### config.mk
export PLATFORM = sky130hd
export DESIGN_NAME = aer_spike_collector
export DESIGN_NICKNAME = d
export VERILOG_FILES = /design/src/rtl/aer_spike_collector.sv
export SDC_FILE = /design/constraint.sdc
export NUM_CORES = 1
export LEC_CHECK = 0
export BUFFER_PORTS_ARGS = -buffer_cell sky130_fd_sc_hd__clkbuf_2
export CORE_AREA = 3 3 369 189
export CTS_CLUSTER_DIAMETER = 50
export CTS_CLUSTER_SIZE = 14
export DETAILED_ROUTE_END_ITERATION = 12
export DIE_AREA = 0 0 372 192
export SYNTH_ARGS = -nofsm -noshare
export SYNTH_HDL_FRONTEND = slang
export SYNTH_SLANG_ARGS = --single-unit
### constraint.sdc
create_clock -name clk -period 8.9 [get_ports clk]
set_input_delay 1.335 -clock clk [delete_from_list [all_inputs] [get_ports clk]]
set_output_delay 1.335 -clock clk [all_outputs]
set_load 0.01 [all_outputs]
### src/rtl/aer_spike_collector.sv
// rtl/aer_spike_collector.sv - AER spike counter window with argmax scan and valid/ready result
//
// Purpose:
//    Counts spikes per neuron address over NUM_STEPS time steps, then scans
//    the counters one address per cycle to find the winner. Each counter is
//    cleared as it is scanned, so the next window starts from zero. The
//    winner is presented on a valid/ready result port.
//
// Optional feature macro: AER_COUNT_SAT_EN
//    defined   - counters saturate at 2^CNT_W-1 (extra spikes silently discarded)
//    undefined - counters wrap modulo 2^CNT_W
//
// Ports:
//    clk            in   system clock, rising edge
//    rst_n          in   asynchronous active-low reset
//    spike_in       in   spike strobe
//    spike_AER      in   [5:0] address of spiking neuron
//    step_finished  in   one-cycle strobe, time step done
//    result_ready   in   downstream accepts result
//    result_valid   out  result_class/result_count valid
//    result_class   out  [5:0] winning neuron address
//    result_count   out  [CNT_W-1:0] winning spike count
//    busy           out  high outside COLLECT (inputs ignored)
//    drop_err       out  sticky: spike dropped or address out of range

module aer_spike_collector #(
   parameter int NUM_NEURONS = 40,
   parameter int NUM_STEPS   = 16,
   parameter int CNT_W       = 8
) (
   input  logic             clk,
   input  logic             rst_n,
   input  logic             spike_in,
   input  logic [5:0]       spike_AER,
   input  logic             step_finished,
   input  logic             result_ready,
   output logic             result_valid,
   output logic [5:0]       result_class,
   output logic [CNT_W-1:0] result_count,
   output logic             busy,
   output logic             drop_err
);

   localparam int          STEP_W    = (NUM_STEPS > 1) ? $clog2(NUM_STEPS) : 1;
   localparam logic [STEP_W-1:0] LAST_STEP = STEP_W'(NUM_STEPS - 1);
   localparam logic [5:0]  LAST_IDX  = 6'(NUM_NEURONS - 1);
   localparam logic [6:0]  ADDR_LIM  = 7'(NUM_NEURONS);

   typedef enum logic [1:0] {
      COLLECT = 2'd0,
      SCAN    = 2'd1,
      RESULT  = 2'd2
   } state_t;

   state_t            state_q, state_d;
   logic [STEP_W-1:0] step_q, step_d;
   logic [5:0]        idx_q, idx_d;
   logic [5:0]        best_cls_q, best_cls_d;
   logic [CNT_W-1:0]  best_cnt_q, best_cnt_d;
   logic              valid_q, valid_d;
   logic              drop_q, drop_d;

   logic [CNT_W-1:0]  cnt_q [NUM_NEURONS];

   logic              addr_ok;
   logic              cnt_inc;
   logic              cnt_clr;
   logic [CNT_W-1:0]  cnt_cur;
   logic [CNT_W-1:0]  cnt_nxt;
   logic [CNT_W-1:0]  scan_val;

   assign addr_ok  = ({1'b0, spike_AER} < ADDR_LIM);
   assign cnt_cur  = addr_ok ? cnt_q[spike_AER] : '0;
   assign scan_val = cnt_q[idx_q];

`ifdef AER_COUNT_SAT_EN
   assign cnt_nxt = (cnt_cur == {CNT_W{1'b1}}) ? cnt_cur : cnt_cur + CNT_W'(1);
`else
   assign cnt_nxt = cnt_cur + CNT_W'(1);
`endif

   always_comb begin
      state_d    = state_q;
      step_d     = step_q;
      idx_d      = idx_q;
      best_cls_d = best_cls_q;
      best_cnt_d = best_cnt_q;
      valid_d    = valid_q;
      drop_d     = drop_q;
      cnt_inc    = 1'b0;
      cnt_clr    = 1'b0;

      unique case (state_q)
         COLLECT: begin
            // A spike that coincides with the final step strobe still belongs
            // to this window: the increment lands on the same edge as the
            // move to SCAN, before idx reaches its address.
            if (spike_in) begin
               if (addr_ok) cnt_inc = 1'b1;
               else         drop_d  = 1'b1;
            end
            if (step_finished) begin
               if (step_q == LAST_STEP) begin
                  state_d    = SCAN;
                  step_d     = '0;
                  idx_d      = '0;
                  best_cls_d = '0;
                  best_cnt_d = '0;
               end else begin
                  step_d = step_q + STEP_W'(1);
               end
            end
         end
         SCAN: begin
            if (spike_in) drop_d = 1'b1;
            cnt_clr = 1'b1;
            // Strict compare keeps the lowest address on ties.
            if (scan_val > best_cnt_q) begin
               best_cnt_d = scan_val;
               best_cls_d = idx_q;
            end
            if (idx_q == LAST_IDX) begin
               state_d = RESULT;
               valid_d = 1'b1;
            end else begin
               idx_d = idx_q + 6'd1;
            end
         end
         RESULT: begin
            if (spike_in) drop_d = 1'b1;
            if (valid_q && result_ready) begin
               valid_d = 1'b0;
               state_d = COLLECT;
            end
         end
         default: state_d = COLLECT;
      endcase
   end

   always_ff @(posedge clk or negedge rst_n) begin
      if (!rst_n) begin
         state_q    <= COLLECT;
         step_q     <= '0;
         idx_q      <= '0;
         best_cls_q <= '0;
         best_cnt_q <= '0;
         valid_q    <= 1'b0;
         drop_q     <= 1'b0;
      end else begin
         state_q    <= state_d;
         step_q     <= step_d;
         idx_q      <= idx_d;
         best_cls_q <= best_cls_d;
         best_cnt_q <= best_cnt_d;
         valid_q    <= valid_d;
         drop_q     <= drop_d;
      end
   end

   // cnt_inc and cnt_clr belong to different states, never both set.
   always_ff @(posedge clk or negedge rst_n) begin
      if (!rst_n) begin
         for (int i = 0; i < NUM_NEURONS; i++) cnt_q[i] <= '0;
      end else begin
         if (cnt_clr) cnt_q[idx_q]     <= '0;
         if (cnt_inc) cnt_q[spike_AER] <= cnt_nxt;
      end
   end

   assign result_valid = valid_q;
   assign result_class = best_cls_q;
   assign result_count = best_cnt_q;
   assign busy         = (state_q != COLLECT);
   assign drop_err     = drop_q;

endmodule

==> flow_metrics.env <==
export IMPL_cpMaxStageDelayCell="xor2_4"
export IMPL_max_slew_margin=0.191
export IMPL_cts_setup_buffers=0
export IMPL_ys_top_cells_by_area="dfrtp_1, mux4_2, nand3_1"
export IMPL_cts_buffers=38
export IMPL_syn_area_um2=19900
export IMPL_worst_path_buf_inv=4
export IMPL_grt_max_degree=162
export IMPL_grt_pass1_vias=16200
export IMPL_io_pins=28
export IMPL_synth_top_area_frac=0.437
export IMPL_grt_pass1_wl_um=113000
export IMPL_syn_inst=1943
export IMPL_clock_latency_ns=0.57
export IMPL_fin_setup_tns_ns=0
export IMPL_path_cells="buf_4 -> buf_4 -> inv_1 -> a221oi_1 -> nor3_1 -> or4_1 -> a211oi_1 -> inv_1 -> ha_1 -> nor3b_1 -> xor2_4 -> o21ai_0"
export IMPL_synth_edf_count=0
export IMPL_finalCritPeriodShare=0.646
export IMPL_vias=17300
export IMPL_drc=0
export IMPL_start_kind="input port"
export IMPL_startpoint="spike_AER[1]"
export IMPL_tightest_slew_ns=1.21
export IMPL_root_buffer="clkbuf_16"
export IMPL_r2r_start="idx_q[0]$_DFFE_PN0P_"
export IMPL_critPathArrivalTime_ns=6.13
export IMPL_viasPerCell=6.19
export IMPL_synth_cell_type_count=63
export IMPL_fin_cells=2795
export IMPL_htree_levels=2
export IMPL_fin_hold_ws_ns=0.466
export IMPL_syn_to_final_growth_pct=9.90
export IMPL_synth_seq_cells=348
export IMPL_fill_cells=6804
export IMPL_ys_warn_count=0
export IMPL_status="finished, final reports clean"
export IMPL_num_rows=67
export IMPL_async_reset_ff_frac=1.00
export IMPL_max_clock_freq_mhz=174
export IMPL_setup_worst_path_class="input port to register"
export IMPL_slowest_delay_ns=0.97
export IMPL_power_density_nw_per_um2=220
export IMPL_fin_crit_ns=5.75
export IMPL_place_congestion=0.984
export IMPL_io_buffer_count=27
export IMPL_path_max_fanout=40
export IMPL_cts_hold_buf=0
export IMPL_nets=1895
export IMPL_min_path_type="register to register"
export IMPL_final_antenna_net_count=0
export IMPL_clock_skew_final_ns=0.0241
export IMPL_leakage_nw=8.69
export IMPL_clk_pin_slew_ns=0.07
export IMPL_ys_flop_type="dfrtp_1"
export IMPL_placed_cells=2726
export IMPL_finalHoldViolCount=0
export IMPL_cts_sinks=348
export IMPL_rsz0062_at_grt="false"
export IMPL_critPathRequiredTime_ns=9.27
export IMPL_dp_hpwl_um=49500
export IMPL_drv_cap=0
export IMPL_synth_top_area_cell="dfrtp_1"
export IMPL_avgSynthCellArea_um2=10.2
export IMPL_wl_um=75600
export IMPL_track_usage=0.210
export IMPL_die_h_um=192
export IMPL_first_iter_violations=2554
export IMPL_syn_nets=1969
export IMPL_vdd_drop_max_mv=0.141
export IMPL_core_um2=66600
export IMPL_worst_setup_path_end_kind="register"
export IMPL_setup_viol=0
export IMPL_initial_core_util=0.299
export IMPL_drv_slew=0
export IMPL_critPathTopFamily="buffers and inverters"
export IMPL_hp_start="drop_err$_DFFE_PN0P_"
export IMPL_drive_above_1_share=0.142
export IMPL_wl_per_cell_um=27.1
export IMPL_seq_area_frac_synth=0.437
export IMPL_cts_resized=0
export IMPL_grt_antenna_before_repair=2
export IMPL_overflow=0
export IMPL_design_die_area_um2=71400
export IMPL_ctsLongestPathBuffers=3
export IMPL_die_w_um=372
export IMPL_cts_tree="yes"
export IMPL_drt_first_pass_iters=6
==> cells in the final DEF, fill, tap and decap left out, drive strengths merged, types with 14 or more instances in the layout <==
cell       n
a22oi     17
clkbuf    68
nand3    372
buf       44
o2111ai   18
ha        15
nor2      45
inv       23
a221oi    30
mux2      24
nor3      14
mux4     104
o211ai    26
nand2    110
o21ai    292
or4       41
a22o      25
dfrtp    348
o22ai     37
mux2i     88
a21oi     19
==> cells in the mapped netlist (all sizes together), types with 3 or more instances <==
cell     count
nor4         4
o22a         3
nor3b        6
xnor2        3
o22ai       37
a221o        4
inv         18
and3         5
and3b        4
buf         72
nand2b      10
a31oi        3
a221oi      30
nor2b        7
nand2      110
a22o        25
and2         8
mux2i       88
clkbuf     109
nor3        14
nand3      372
ha          15
o211ai      26
o2111ai     18
mux4       104
o2bb2ai      8
or4         41
a21o         5
o21ai      292
xor2         6
o221ai       3
or2          4
nand4        4
or3         11
a21oi       19
dfrtp      348
a22oi       17
nor2        45
mux2        24
o21a         3
==> cell type report <==
cell class | instances | area [um2] | share of cell area
Antenna cell | 2 | 5.00 | 0.000229
Timing Repair Buffer | 67 | 478 | 0.0218
Tap cell | 897 | 1120 | 0.0513
Multi-Input combinational cell | 1396 | 10300 | 0.469
Inverter | 18 | 67.6 | 0.00309
Sequential cell | 348 | 8720 | 0.398
Clock buffer | 45 | 1030 | 0.0470
Clock inverter | 22 | 206 | 0.00943
==> worst register-to-register path: stages (launching register included) <==
cell and delay, ns:
dfrtp_4 0.89, buf_12 0.47, mux4_2 0.66, mux2i_1 0.48
nor2_1 0.11, nor4_1 0.70, ha_1 0.28, nor2b_1 0.05
o21a_1 0.16, o21a_1 0.16, o21a_1 0.16, o21bai_1 0.12
a21oi_1 0.11, nor2_1 0.72, a22o_1 0.27
==> routing by layer <==
layer  global-route usage  wire (um)
met3               0.0582       8900
met2                0.315      32800
met1                0.287      30900
met4               0.0783       3030
met5                    0          0
==> power breakdown <==
group	leakage [nW]	switching, mW	internal (mW)	total [mW]
clock network	0.591	0.719	0.897	1.62
registers	4.79	0.267	1.74	2.01
logic	3.31	0.711	0.476	1.19
total	8.69	1.70	3.12	4.81
==> metrics by stage <==
| step | area (um2) | power [mW] | utilization | worst slack (ns) |
|---|---|---|---|---|
| after floorplan | 19900 | 2.74 | - | 4.69 |
| after global placement | 20600 | 3.18 | 0.310 | 2.76 |
| after CTS | 21900 | 4.79 | 0.328 | 3.29 |
| after global routing | 21900 | 4.99 | 0.328 | 2.87 |
| final | 21900 | 4.81 | 0.328 | 3.15 |
| after detailed placement | 20600 | 3.19 | 0.310 | 2.71 |
==> cells by family after synthesis <==
family                   count (synthesis)  synth area share
AND/OR/NAND/NOR                        652             0.165
AO/OA/AOI/OAI                          504             0.156
flip-flops                             348             0.437
multiplexers                           216             0.176
buffers and inverters                  199            0.0520
adder cells (fa/ha/maj)                 15           0.00943
XOR/XNOR                                 9           0.00396
==> flip-flops by register name, summed over array words and instances (netlist names) <==
signal / flops
result_class: 6
result_valid: 1
cnt_q: 320
result_count: 8
state_q: 2
idx_q: 6
step_q: 4
drop_err: 1
==> final timing paths <==
path	cells after the start	slack [ns]	to
worst min register to register	1	0.47	drop_err$_DFFE_PN0P_
min in group asynchronous	1	0.71	cnt_q[280]$_DFF_PN0_
worst max register to register	14	3.52	result_class[1]$_DFFE_PN0P_
max in group asynchronous	3	6.05	cnt_q[93]$_DFF_PN0_
worst max-delay path	12	3.15	cnt_q[284]$_DFF_PN0_
worst min-delay path	1	0.47	drop_err$_DFFE_PN0P_
Power figures use the tool's default switching activity.
